==> config.mk <==
export PLATFORM = sky130hd
export DESIGN_NAME = handshaking_rr_arbiter
export DESIGN_NICKNAME = d
export VERILOG_FILES = /design/src/rtl/handshaking_rr_arbiter.sv
export SDC_FILE = /design/constraint.sdc
export NUM_CORES = 1
export LEC_CHECK = 0
export BUFFER_PORTS_ARGS = -buffer_cell sky130_fd_sc_hd__buf_2
export CELL_PAD_IN_SITES_DETAIL_PLACEMENT = 1
export CELL_PAD_IN_SITES_GLOBAL_PLACEMENT = 1
export CORE_ASPECT_RATIO = 2
export CORE_MARGIN = 2
export CORE_UTILIZATION = 28
export CTS_CLUSTER_DIAMETER = 50
export DETAILED_ROUTE_END_ITERATION = 8
export PLACE_DENSITY = 0.8
export SETUP_SLACK_MARGIN = 0.05
export SLEW_MARGIN = 20
export SYNTH_ARGS = -nofsm -noshare
export SYNTH_HDL_FRONTEND = slang
export SYNTH_SLANG_ARGS = --single-unit
==> constraint.sdc <==
create_clock -name clk -period 1.4 [get_ports clk]
set_input_delay 0.14 -clock clk [delete_from_list [all_inputs] [get_ports clk]]
set_output_delay 0.14 -clock clk [all_outputs]
set_load 0.01 [all_outputs]
==> src/rtl/handshaking_rr_arbiter.sv <==
// Round-robin arbiter that shares one valid/ready slave among N_REQ requesters.
// The winning word is registered and held until the slave accepts it, then the owner gets a one-cycle req_ready.
module handshaking_rr_arbiter #(
  parameter int N_REQ      = 4,
  parameter int ID_WIDTH   = 2,
  parameter int DATA_WIDTH = 8
) (
  input  logic                        clk,
  input  logic                        rst,
  input  logic [N_REQ-1:0]            req_valid,
  input  logic [N_REQ*DATA_WIDTH-1:0] req_data,
  output logic [N_REQ-1:0]            req_ready,
  output logic [DATA_WIDTH-1:0]       data_out,
  output logic                        valid_out,
  input  logic                        ready_in,
  output logic [ID_WIDTH-1:0]         grant_id,
  output logic                        busy
);

  typedef enum logic {IDLE, SEND} state_t;

  state_t                state, state_next;
  logic [ID_WIDTH-1:0]   last_grant, last_grant_next;
  logic [ID_WIDTH-1:0]   grant_id_next;
  logic [ID_WIDTH-1:0]   winner, cand;
  logic                  found;
  logic [DATA_WIDTH-1:0] data_next;
  logic                  valid_next;
  logic [N_REQ-1:0]      req_ready_next;
  logic [DATA_WIDTH-1:0] req_words [N_REQ];

  genvar i;
  generate
    for (i = 0; i < N_REQ; i++) begin : g_unpack
      assign req_words[i] = req_data[i*DATA_WIDTH +: DATA_WIDTH];
    end
  endgenerate

  // Search starts just past the last winner; index arithmetic wraps because N_REQ == 2**ID_WIDTH.
  always_comb begin
    found  = 1'b0;
    winner = '0;
    cand   = '0;
    for (int k = 1; k <= N_REQ; k++) begin
      cand = last_grant + ID_WIDTH'(k);
      if (!found && req_valid[cand]) begin
        found  = 1'b1;
        winner = cand;
      end
    end
  end

  always_comb begin
    state_next      = state;
    last_grant_next = last_grant;
    grant_id_next   = grant_id;
    data_next       = data_out;
    valid_next      = valid_out;
    req_ready_next  = '0;
    case (state)
      IDLE: begin
        if (found) begin
          data_next       = req_words[winner];
          valid_next      = 1'b1;
          grant_id_next   = winner;
          last_grant_next = winner;
          state_next      = SEND;
        end
      end
      SEND: begin
        if (valid_out && ready_in) begin
          valid_next     = 1'b0;
          req_ready_next = {{(N_REQ-1){1'b0}}, 1'b1} << grant_id;
          state_next     = IDLE;
        end
      end
      default: state_next = IDLE;
    endcase
  end

  always_ff @(posedge clk) begin
    if (rst) begin
      state      <= IDLE;
      last_grant <= ID_WIDTH'(N_REQ - 1);
      grant_id   <= '0;
      data_out   <= '0;
      valid_out  <= 1'b0;
      req_ready  <= '0;
    end else begin
      state      <= state_next;
      last_grant <= last_grant_next;
      grant_id   <= grant_id_next;
      data_out   <= data_next;
      valid_out  <= valid_next;
      req_ready  <= req_ready_next;
    end
  end

  assign busy = (state == SEND);

endmodule

# After elaboration in Yosys (flattened, before gate mapping)

Index checks and enable logic that the tools add are counted.

Register bits: 18
Bits of input ports: 39

Add/sub/neg operators: 3
Eq/ne operators: 2
Mux-type cells: 25
Shift-type cells: 1
Reductions and logical operators: 10
$lt $le $gt $ge: 5
Bitwise gates (word level): 3

Operator list:

| cell                                                                  | number |
|---|---|
| 8-bit binary-select mux with 2-bit select                             | 1 |
| 8-bit 2-to-1 mux                                                      | 2 |
| 2-bit by 3-bit < comparator with 1-bit output (second input constant) | 4 |
| 1-bit 2-to-1 mux                                                      | 12 |
| 1-bit binary-select mux with 2-bit select                             | 4 |
| 2-bit 2-to-1 mux                                                      | 4 |
| 2-bit adder (second input constant)                                   | 2 |
| 1-bit logical AND                                                     | 4 |
| 1-bit one-hot mux with 2 select lines                                 | 2 |
| 2-bit AND reduction                                                   | 2 |
| 1-bit by 2-bit left shift with 4-bit output (first input constant)    | 1 |
| 3-bit greater-or-equal comparator (second input constant)             | 1 |
| 1-bit zero test                                                       | 3 |
| 2-bit inverter with 3-bit output                                      | 1 |
| 3-bit OR reduction                                                    | 1 |
| 2-bit by 1-bit adder with 2-bit output (second input constant)        | 1 |
| 2-bit by 1-bit != test with 1-bit output (second input constant)      | 1 |
| 2-bit != test (second input constant)                                 | 1 |
| 1-bit inverter                                                        | 2 |

# Longest topological paths before layout

Gate-level depths: netlist (run 1).

Depth after elaboration: 17
Gate-level depth with buffers: 7
Gate-level depth less buffers: 5

# Worst setup path before layout (run 1)

Ideal clock, no wire load.

Path kind: reg-to-reg
Start point: register last_grant[1]
End point: register data_out[0]
Cell stages (with the launch flop): 8
Slack: -0.049 ns
Clock period less this slack: 1.449 ns
Buffers on the path: 2
Required time: 1.333 ns
Data arrival time: 1.382 ns
Cell sequence: dfxtp_1 -> o21a_1 -> a211oi_2 -> buf_6 -> buf_12 -> mux2i_1 -> mux2_2 -> o21ai_2

Cells in the longest elaborated chain, start to end: 17
Elaborated cells between the ends (all ways): 30

RTL lines:

| element                                                | RTL line | source |
|---|---|---|
| from (decl)                                            | 23       | `logic [ID_WIDTH-1:0] last_grant, last_grant_next;` |
| from (signal assigned)                                 | 84       | `last_grant <= ID_WIDTH'(N_REQ - 1);` |
| from (signal assigned)                                 | 91       | `last_grant <= last_grant_next;` |
| 2-bit by 1-bit adder with 2-bit output                 | 45       | `cand = last_grant + ID_WIDTH'(k);` |
| 1-bit binary-select mux with 2-bit select              | 46       | `if (!found && req_valid[cand]) begin` |
| 1-bit 2-to-1 mux (not written as such)                 | 46       |  |
| 1-bit 2-to-1 mux                                       | 46       |  |
| 1-bit zero test                                        | 46       |  |
| 1-bit logical AND                                      | 46       |  |
| 1-bit 2-to-1 mux                                       | 46       |  |
| 1-bit zero test                                        | 46       |  |
| 1-bit logical AND                                      | 46       |  |
| 1-bit 2-to-1 mux                                       | 46       |  |
| 1-bit zero test                                        | 46       |  |
| 1-bit logical AND                                      | 46       |  |
| 2-bit 2-to-1 mux                                       | 46       |  |
| 2-bit inverter with 3-bit output (not written as such) | 63       | `data_next = req_words[winner];` |
| 8-bit binary-select mux with 2-bit select              | 63       |  |
| 8-bit 2-to-1 mux (not written as such) (2 in series)   | 63       |  |
| to (signal assigned)                                   | 93       | `data_out <= data_next;` |
| to (decl)                                              | 13       | `output logic [DATA_WIDTH-1:0] data_out,` |

Parallel ways exist; a longest one is shown, timed or not. The select of a mux whose other input is x is not followed.
A chain may end at the register's enable or synchronous reset.

# Final worst setup path (run 1)

Start point: register last_grant[1]
End point: register data_out[4]

Same word-level chain as after synthesis.

==> flow_summary.yaml, run 1 <==
timing:
  clock_skew_ns: 0.00299
  fin_ws_ns: -0.172
  final_hold_viol_count: 0
  report.final.slew_viol_count: 0
  period_minus_slack_ns: 1.57
  max_freq_mhz: 636
  relSlewSlack: 0.679
  whs_ns: 0.194
  finalCritPeriodShare: 1.12
  setup_viol: 10
  worst_pin_slew_ns: 0.476
  rsz0062_at_grt: "yes"
place:
  dp_hpwl_mm: 2.33
  numPortBuffers: 54
  post-place-ws_ns: -0.175
  placedCellCount: 205
  dpl-instance-area_um2: 1380
  gp_congestion: 0.769
power:
  sequentialPowerShare: 0.378
  power_switching_mw: 0.483
  power_mw: 1.61
  power_density_nw_per_um2: 1050
  peakVddDrop_mv: 0.474
  p_comb_frac: 0.354
  p_sw_frac: 0.301
  internal_power_mw: 1.12
  p_leak_nw: 0.727
  clockPowerShare: 0.268
drt:
  drc: 0
  vias: 1038
  dr_wl_met3_um: 145
  totalWireLength_mm: 3.15
  final_antenna_net_count: 0
  dr.pass1.iters: 2
  avgViaCountPerCell: 4.87
  wl_met2_mm: 1.91
  wire_per_inst_um: 14.8
  topRoutingLayerUsed: "met4"
  wl_met1_um: 982
  drtIter0Drc: 13
worst_setup_path:
  path_buf_inv: 1
  cp_slowest_stage_delay_ns: 0.34
  path_max_fanout: 17
  crit_path_cell_trace: "o21a_1 > a211oi_4 > buf_12 > mux2i_2 > mux2_4 > o21ai_2"
  path_class: "reg -> reg"
  rrSetupSlack_ns: -0.17
  arrival_ns: 1.72
  critPathTopFamily: "compound AO/OA/AOI/OAI gates"
  cp.required_ns: 1.55
  cpMaxStageDelayCell: "dfxtp_2"
  crit_path_start_kind: "flip-flop"
  end_kind: "flip-flop"
floorplanning:
  pin_count: 55
  dieArea_um2: 4110
  die_y_um: 88.7
  chipWidth_um: 46.4
  row_count: 30
  start_util: 0.294
  coreArea_um2: 3420
yosys:
  syn_nets: 141
  synth-compound-area-share: 0.151
  synthMuxAreaShare: 0.259
  ys_async_sr_fraction: 0
  syn_inst: 102
  synthTopCellsByCount: "dfxtp_1, mux2i_1, mux2_2, nand2_1, nand3b_1"
  synth_seq_cells: 18
  synth-xor-area-share: 0
  ys_top_cells_by_area: "dfxtp_1, mux2i_1, mux2_2, o21ai_2, nand3b_1"
  ys_types: 26
  synth.avg_cell_area_um2: 9.85
  synth_top_family_by_area: "multiplexers"
  synth_top_area_cell: "dfxtp_1"
  yosys_warnings: 0
  yosys_most_used_dff: "dfxtp_1"
  synth_simple_gate_area_share: 0.172
  yosysMostFrequentCell: "dfxtp_1"
  yosysSeqAreaShare: 0.359
  netlist_area_um2: 1000
  synth_edf_count: 0
  synth-adder-area-share: 0
  synth_top_area_frac: 0.359
global_route:
  grt-ovfl-total: 0
  grt_use_total: 0.163
  antenna_found_initial: 0
  grt_pass1_vias: 1075
  grt_pass1_wl_mm: 4.75
  grt_max_degree: 19
clock_network:
  cts_buffer_depth: 2
  clk_latency_ns: 0.26
  path_clk_slew_ns: 0.07
  ctsHtreeMaxLevel: 1
  cts_tree: "yes"
  cts_buffers: 3
  clockRootBuffer: "clkbuf_8"
  clock-sinks: 18
finish:
  design_area_um2: 1530
  n_antenna_cell: 0
  finalNetCount: 205
  syn2layout_area_growth_pct: 51.8
  final_layout_size_suffix_gt1_frac: 0.594
  n_fill_cell: 414
  final_cells: 213
run_status:
  status: "finished, violations left"
  violations: "negative setup slack"
min_path:
  holdCritPathClass: "in -> reg"
run:
  max_cap_viol_count: 0
-- sequential cells by signal, indices dropped and copies added, names as in the netlist --
name / count
req_ready: 4
busy: 1
grant_id: 2
valid_out: 1
last_grant: 2
data_out: 8
-- path summary, 6_finish.rpt --
| check | to | cells past startpoint | startpoint |
|---|---|---|---|
| worst min-delay path | busy$_SDFF_PP0_ | 4 | ready_in |
| worst min register to register | data_out[1]$_SDFFE_PP0P_ | 2 | data_out[1]$_SDFFE_PP0P_ |
| worst max register to register | data_out[4]$_SDFFE_PP0P_ | 6 | last_grant[1]$_SDFFE_PP1P_ |
| worst max-delay path | data_out[4]$_SDFFE_PP0P_ | 6 | last_grant[1]$_SDFFE_PP1P_ |
-- worst register-to-register path, cell delays in order, from the launching register on --
cell and delay (ns):
dfxtp_2 0.34, o21a_1 0.14, a211oi_4 0.28, buf_12 0.21, mux2i_2 0.25, mux2_4 0.19
o21ai_2 0.05
-- final cells by class --
class | instances | area (um2) | share of cell area
Tap cell | 48 | 60.1 | 0.0394
Sequential cell | 18 | 363 | 0.238
Timing Repair Buffer | 64 | 365 | 0.240
Clock buffer | 4 | 55.1 | 0.0361
Inverter | 3 | 11.3 | 0.00738
Multi-Input combinational cell | 76 | 671 | 0.440
-- placed cells by master (no fill, tap or decap), drive strengths merged --
master	n
buf	64
dfxtp	18
mux2i	17
o21ai	10
nand3b	8
nand2	8
mux2	8
a21oi	6
clkbuf	4
nor2	3
inv	3
nand2b	3
nor3	2
nor3b	2
a211o	2
o21a	1
a211oi	1
o41ai	1
or2	1
nor4b	1
or3	1
nor4	1
-- cells by family (layout without fill, tap and decap cells) --
group                  count (synthesis)  count (layout)
and+or+nand+nor                       30              30
DFF                                   18              18
AOI/OAI and AO/OA                     20              21
muxes                                 25              25
buffers and inverters                  9              71
-- power by group through the flow --
| stage | Combinational [mW] | Clock (mW) | Sequential (mW) |
|---|---|---|---|
| 2_1_floorplan | 0.309 | 0 | 0.630 |
| 3_3_place_gp | 0.472 | 0 | 0.614 |
| 3_5_place_dp | 0.491 | 0 | 0.618 |
| 4_1_cts | 0.512 | 0.438 | 0.608 |
| 5_1_grt | 0.617 | 0.461 | 0.612 |
| 6_report | 0.569 | 0.430 | 0.608 |
-- timing repair --
item,4_1_cts,5_1_grt
gates cloned,0,1
hold buffers,0,0
buffers inserted,1,2
pin swaps,0,1
endpoints found under the setup margin,10,12
gates resized for setup,4,13
-- metrics by stage --
stage,utilization,TNS (ns)
6_report,0.447,-1.10
5_1_grt,0.447,-1.71
4_1_cts,0.425,-1.07
3_5_place_dp,0.403,-1.29
3_3_place_gp,0.403,-0.810
2_1_floorplan,-,-0.274
-- layer usage --
metal	vias up	track usage
met3	12	0.0224
met4	0	0.0961
met1	493	0.136
met2	35	0.323
li1	498	-
met5	-	0
No activity file was read; power rests on OpenSTA's default activity.
==> run 2: changes to the inputs <==
Settings changed: CORE_UTILIZATION 28 to 31, MAX_ROUTING_LAYER set to met4, PLACE_DENSITY 0.8 to 0.84.
Clock period 1.4 ns to 1.7 ns, I/O delays scaled along.
==> run 2 against run 1 <==
Compared with the run above: the flow now finishes without violations; via count shrank 2.5%; non-clock buffer count shrank 3; sequential cell count is the same; utilization grew 1.5 points; design area shrank 5.7%; final cell count shrank 9.9%; fmax shrank 2.7%; highest routed layer unchanged; count of clock-buffer cells in the layout shrank 1.
==> flow_summary.yaml, run 2 (same netlist as run 1, synthesis figures left out) <==
min_path:
  holdCritPathClass: "in -> reg"
  hold_end: "req_ready[2]$_SDFF_PP0_"
  min_path_cells: 3
  min_from: "ready_in"
timing:
  period_minus_slack_ns: 1.62
  clock_skew_ns: 0.00309
  setup_viol: 0
  whs_ns: 0.243
  worst_pin_slew_ns: 0.417
  final_hold_viol_count: 0
  report.final.slew_viol_count: 0
  rsz0062_at_grt: "no"
  relSlewSlack: 0.719
  fin_ws_ns: 0.0847
  fin_setup_tns_ns: 0
  max_freq_mhz: 619
  finalCritPeriodShare: 0.950
floorplanning:
  die_y_um: 84.5
  chipWidth_um: 44.3
  pin_count: 55
  start_util: 0.322
  dieArea_um2: 3740
  row_count: 29
  coreArea_um2: 3120
run:
  max_cap_viol_count: 0
global_route:
  grt_pass1_vias: 1123
  grt_max_degree: 19
  antenna_found_initial: 0
  grt-ovfl-total: 0
  grt_pass1_wl_mm: 5.07
  grt_use_total: 0.185
worst_setup_path:
  end_kind: "flip-flop"
  arrival_ns: 1.80
  crit_path_start_kind: "flip-flop"
  path_max_fanout: 9
  path_class: "reg -> reg"
  cp.required_ns: 1.88
  reg2reg_depth: 7
  rrSetupSlack_ns: 0.08
  r2r-end: "data_out[2]$_SDFFE_PP0P_"
  r2r_start: "last_grant[0]$_SDFFE_PP1P_"
clock_network:
  clk_latency_ns: 0.25
  cts_tree: "yes"
  clock-sinks: 18
  cts_buffers: 3
  cts_buffer_depth: 2
  ctsHtreeMaxLevel: 1
  path_clk_slew_ns: 0.06
  clockRootBuffer: "clkbuf_8"
drt:
  totalWireLength_mm: 3.29
  drtIter0Drc: 13
  dr.pass1.iters: 3
  wire_per_inst_um: 17.1
  drc: 0
  final_antenna_net_count: 0
  vias: 1012
  avgViaCountPerCell: 5.27
place:
  dpl-instance-area_um2: 1310
  dp_hpwl_mm: 2.54
  gp_congestion: 0.808
  placedCellCount: 184
  numPortBuffers: 54
  post-place-ws_ns: -0.000741
finish:
  post-route-util: 0.461
  largest_register: "data_out"
  design_area_um2: 1440
  largest_reg_flops: 8
  n_antenna_cell: 0
  largestRegisters: "data_out: 8 flops, req_ready: 4 flops"
  syn2layout_area_growth_pct: 43.2
  final_cell_mix: "buf_2, mux2i_1, dfxtp_1"
  final_common_cell: "buf_2"
  final_layout_size_suffix_gt1_frac: 0.540
  final_cells: 192
  finalNetCount: 202
power:
  p_leak_nw: 0.695
  power_density_nw_per_um2: 858
  peakVddDrop_mv: 0.426
  power_mw: 1.23
run_status:
  status: "completed"
==> run 2: critical path, stage by stage, from the launching register on <==
cell,delay (ns)
dfxtp_2,0.34
nand2b_4,0.16
a211oi_4,0.22
buf_4,0.19
clkbuf_16,0.17
mux2i_1,0.07
mux2_2,0.28
o21ai_2,0.11
==> run 2: final cells by class <==
cell class	count	area, um2
fillers	399	1680
repair buffers	61	370
flip-flops and latches	18	363
clock buffers	3	41.3
well taps	31	38.8
multi-input cells	76	614
inverters	3	11.3
==> run 2: routing by layer <==
layer,vias to the layer above,track usage,part of all wire
met4,0,0.0937,0.036
li1,493,-,-
met1,480,0.156,0.31
met3,12,0.0237,0.026
met2,27,0.360,0.63
met5,-,-,0
==> run 2: report_power, final <==
group	switching (mW)	total, mW	internal (mW)	leakage [nW]
clock network	0.128	0.285	0.157	0.0216
logic	0.206	0.447	0.241	0.525
registers	0.0350	0.501	0.466	0.148
total	0.370	1.23	0.864	0.695
==> run 2: timing repair <==
action,CTS,global route
endpoints found under the setup margin,8,8
setup buffers,0,2
hold buffers,0,0
pin swaps,1,1
gates cloned,1,2
gates resized for setup,3,2
==> run 2: worst max path at each step <==
stage                                    start                  endpoint  slack [ns]
finish              last_grant[0]$_SDFFE_PP1P_  data_out[2]$_SDFFE_PP0P_        0.08
global route        last_grant[0]$_SDFFE_PP1P_  data_out[4]$_SDFFE_PP0P_        0.02
CTS                 last_grant[0]$_SDFFE_PP1P_  data_out[6]$_SDFFE_PP0P_        0.08
detailed placement  last_grant[0]$_SDFFE_PP1P_  data_out[6]$_SDFFE_PP0P_     -0.0007
global placement    last_grant[0]$_SDFFE_PP1P_  data_out[4]$_SDFFE_PP0P_        0.09
floorplan           last_grant[1]$_SDFFE_PP1P_  data_out[0]$_SDFFE_PP0P_        0.25
==> run 3: changes to the inputs <==
Settings changed: SETUP_SLACK_MARGIN 0.05 to 0.2.
==> run 3 against run 2 <==
Compared with the run above: non-clock buffer count grew 1; sequential power is essentially flat; fmax down 0.62%; final cell count rose by 0.52%.
==> flow_summary.yaml, run 3 (same netlist as run 1, synthesis figures left out) <==
finish:
  n_antenna_cell: 0
  final_layout_size_suffix_gt1_frac: 0.562
  largestRegisters: "data_out: 8 flops, req_ready: 4 flops"
  final_common_cell: "buf_2"
  largest_register: "data_out"
  largest_reg_flops: 8
  final_cell_mix: "buf_2, dfxtp_1, mux2i_1"
  design_area_um2: 1500
  n_fill_cell: 392
  syn2layout_area_growth_pct: 49.1
  finalNetCount: 203
worst_setup_path:
  cp.required_ns: 1.83
  crit_path_cell_trace: "nand2b_4 > a211oi_4 > buf_6 > buf_16 > mux2i_2 > mux2_4 > o21ai_2"
  path_max_fanout: 4
  arrival_ns: 1.76
  crit_path_start_kind: "flip-flop"
  critPathTopFamily: "multiplexers"
  cp_slowest_stage_delay_ns: 0.34
  path_buf_inv: 2
  cpMaxStageDelayCell: "dfxtp_2"
  path_class: "reg -> reg"
  end_kind: "flip-flop"
run:
  max_cap_viol_count: 0
timing:
  report.final.slew_viol_count: 0
  setup_viol: 0
  period_minus_slack_ns: 1.63
  finalCritPeriodShare: 0.956
  worst_pin_slew_ns: 0.454
  rsz0062_at_grt: "yes"
  max_freq_mhz: 615
  relSlewSlack: 0.694
  final_hold_viol_count: 0
  fin_setup_tns_ns: 0
  whs_ns: 0.245
  clock_skew_ns: 0.00207
clock_network:
  cts_buffer_depth: 2
  clk_latency_ns: 0.25
  ctsHtreeMaxLevel: 1
  cts_tree: "yes"
  clock-sinks: 18
  clockRootBuffer: "clkbuf_8"
  path_clk_slew_ns: 0.06
  cts_buffers: 3
place:
  numPortBuffers: 54
  dp_hpwl_mm: 2.54
  gp_congestion: 0.808
  dpl-instance-area_um2: 1310
global_route:
  grt_max_degree: 19
  grt_pass1_vias: 1160
  grt_use_total: 0.209
  antenna_found_initial: 0
  grt-ovfl-total: 0
  grt_pass1_wl_mm: 5.64
drt:
  vias: 1033
  drc: 0
  totalWireLength_mm: 3.59
  dr.pass1.iters: 4
  final_antenna_net_count: 0
  wire_per_inst_um: 18.6
  drtIter0Drc: 18
  avgViaCountPerCell: 5.35
power:
  power_density_nw_per_um2: 864
  power_mw: 1.29
  p_leak_nw: 0.728
  peakVddDrop_mv: 0.422
floorplanning:
  dieArea_um2: 3740
  chipWidth_um: 44.3
  row_count: 29
  coreArea_um2: 3120
  die_y_um: 84.5
  pin_count: 55
  start_util: 0.322
min_path:
  holdCritPathClass: "in -> reg"
run_status:
  status: "completed"
==> run 3: cell types whose count changed in the layout (fill, tap and decap cells not counted), sizes merged <==
cell / delta
clkbuf: -2
buf: +3
==> run 3: area by class of cell <==
type | count | area [um2] | area share
repair buffers | 62 | 387 | 0.258
well taps | 31 | 38.8 | 0.0259
clock buffers | 3 | 41.3 | 0.0276
flip-flops and latches | 18 | 363 | 0.242
inverters | 3 | 11.3 | 0.00752
multi-input cells | 76 | 657 | 0.439
==> run 3: where the power goes <==
part / switching [mW] / internal [mW]
Sequential: 0.0351 / 0.466
Combinational: 0.230 / 0.279
Clock: 0.127 / 0.157
Total: 0.391 / 0.903
==> run 3: path summary, 6_finish.rpt <==
check	startpoint	end	slack, ns	cells after the start
hold / removal	ready_in	req_ready[2]$_SDFF_PP0_	0.25	3
setup / recovery	last_grant[0]$_SDFFE_PP1P_	data_out[4]$_SDFFE_PP0P_	0.07	7
setup reg to reg	last_grant[0]$_SDFFE_PP1P_	data_out[4]$_SDFFE_PP0P_	0.07	7
hold reg to reg	data_out[0]$_SDFFE_PP0P_	data_out[0]$_SDFFE_PP0P_	0.49	2
==> run 3: stage by stage <==
| stage | setup WS (ns) | utilization | std cells |
|---|---|---|---|
| floorplan | 0.251 | - | 102 |
| global placement | 0.0933 | 0.419 | 184 |
| detailed placement | -0.000741 | 0.419 | 184 |
| CTS | 0.118 | 0.471 | 193 |
| global route | -0.00186 | 0.480 | 193 |
| finish | 0.0746 | 0.480 | 193 |
==> run 3: layer usage <==
layer	routed length [um]	track usage	vias to the layer above
li1	-	-	491
met1	1200	0.182	504
met2	2200	0.420	29
met3	87	0.0194	9
met4	108	0.0744	0
met5	0	-	-
==> run 3: worst reg2reg max path: stages (launching register included) <==
cell	delay, ns
dfxtp_2	0.34
nand2b_4	0.16
a211oi_4	0.26
buf_6	0.16
buf_16	0.12
mux2i_2	0.23
mux2_4	0.19
o21ai_2	0.05
==> run 3: timing repair <==
action                                  CTS  global route
endpoints found under the setup margin   10             8
gates cloned                              3             0
pin swaps                                 3             0
buffers inserted                          3             0
gates resized for setup                  12             6
hold buffers                              0             0
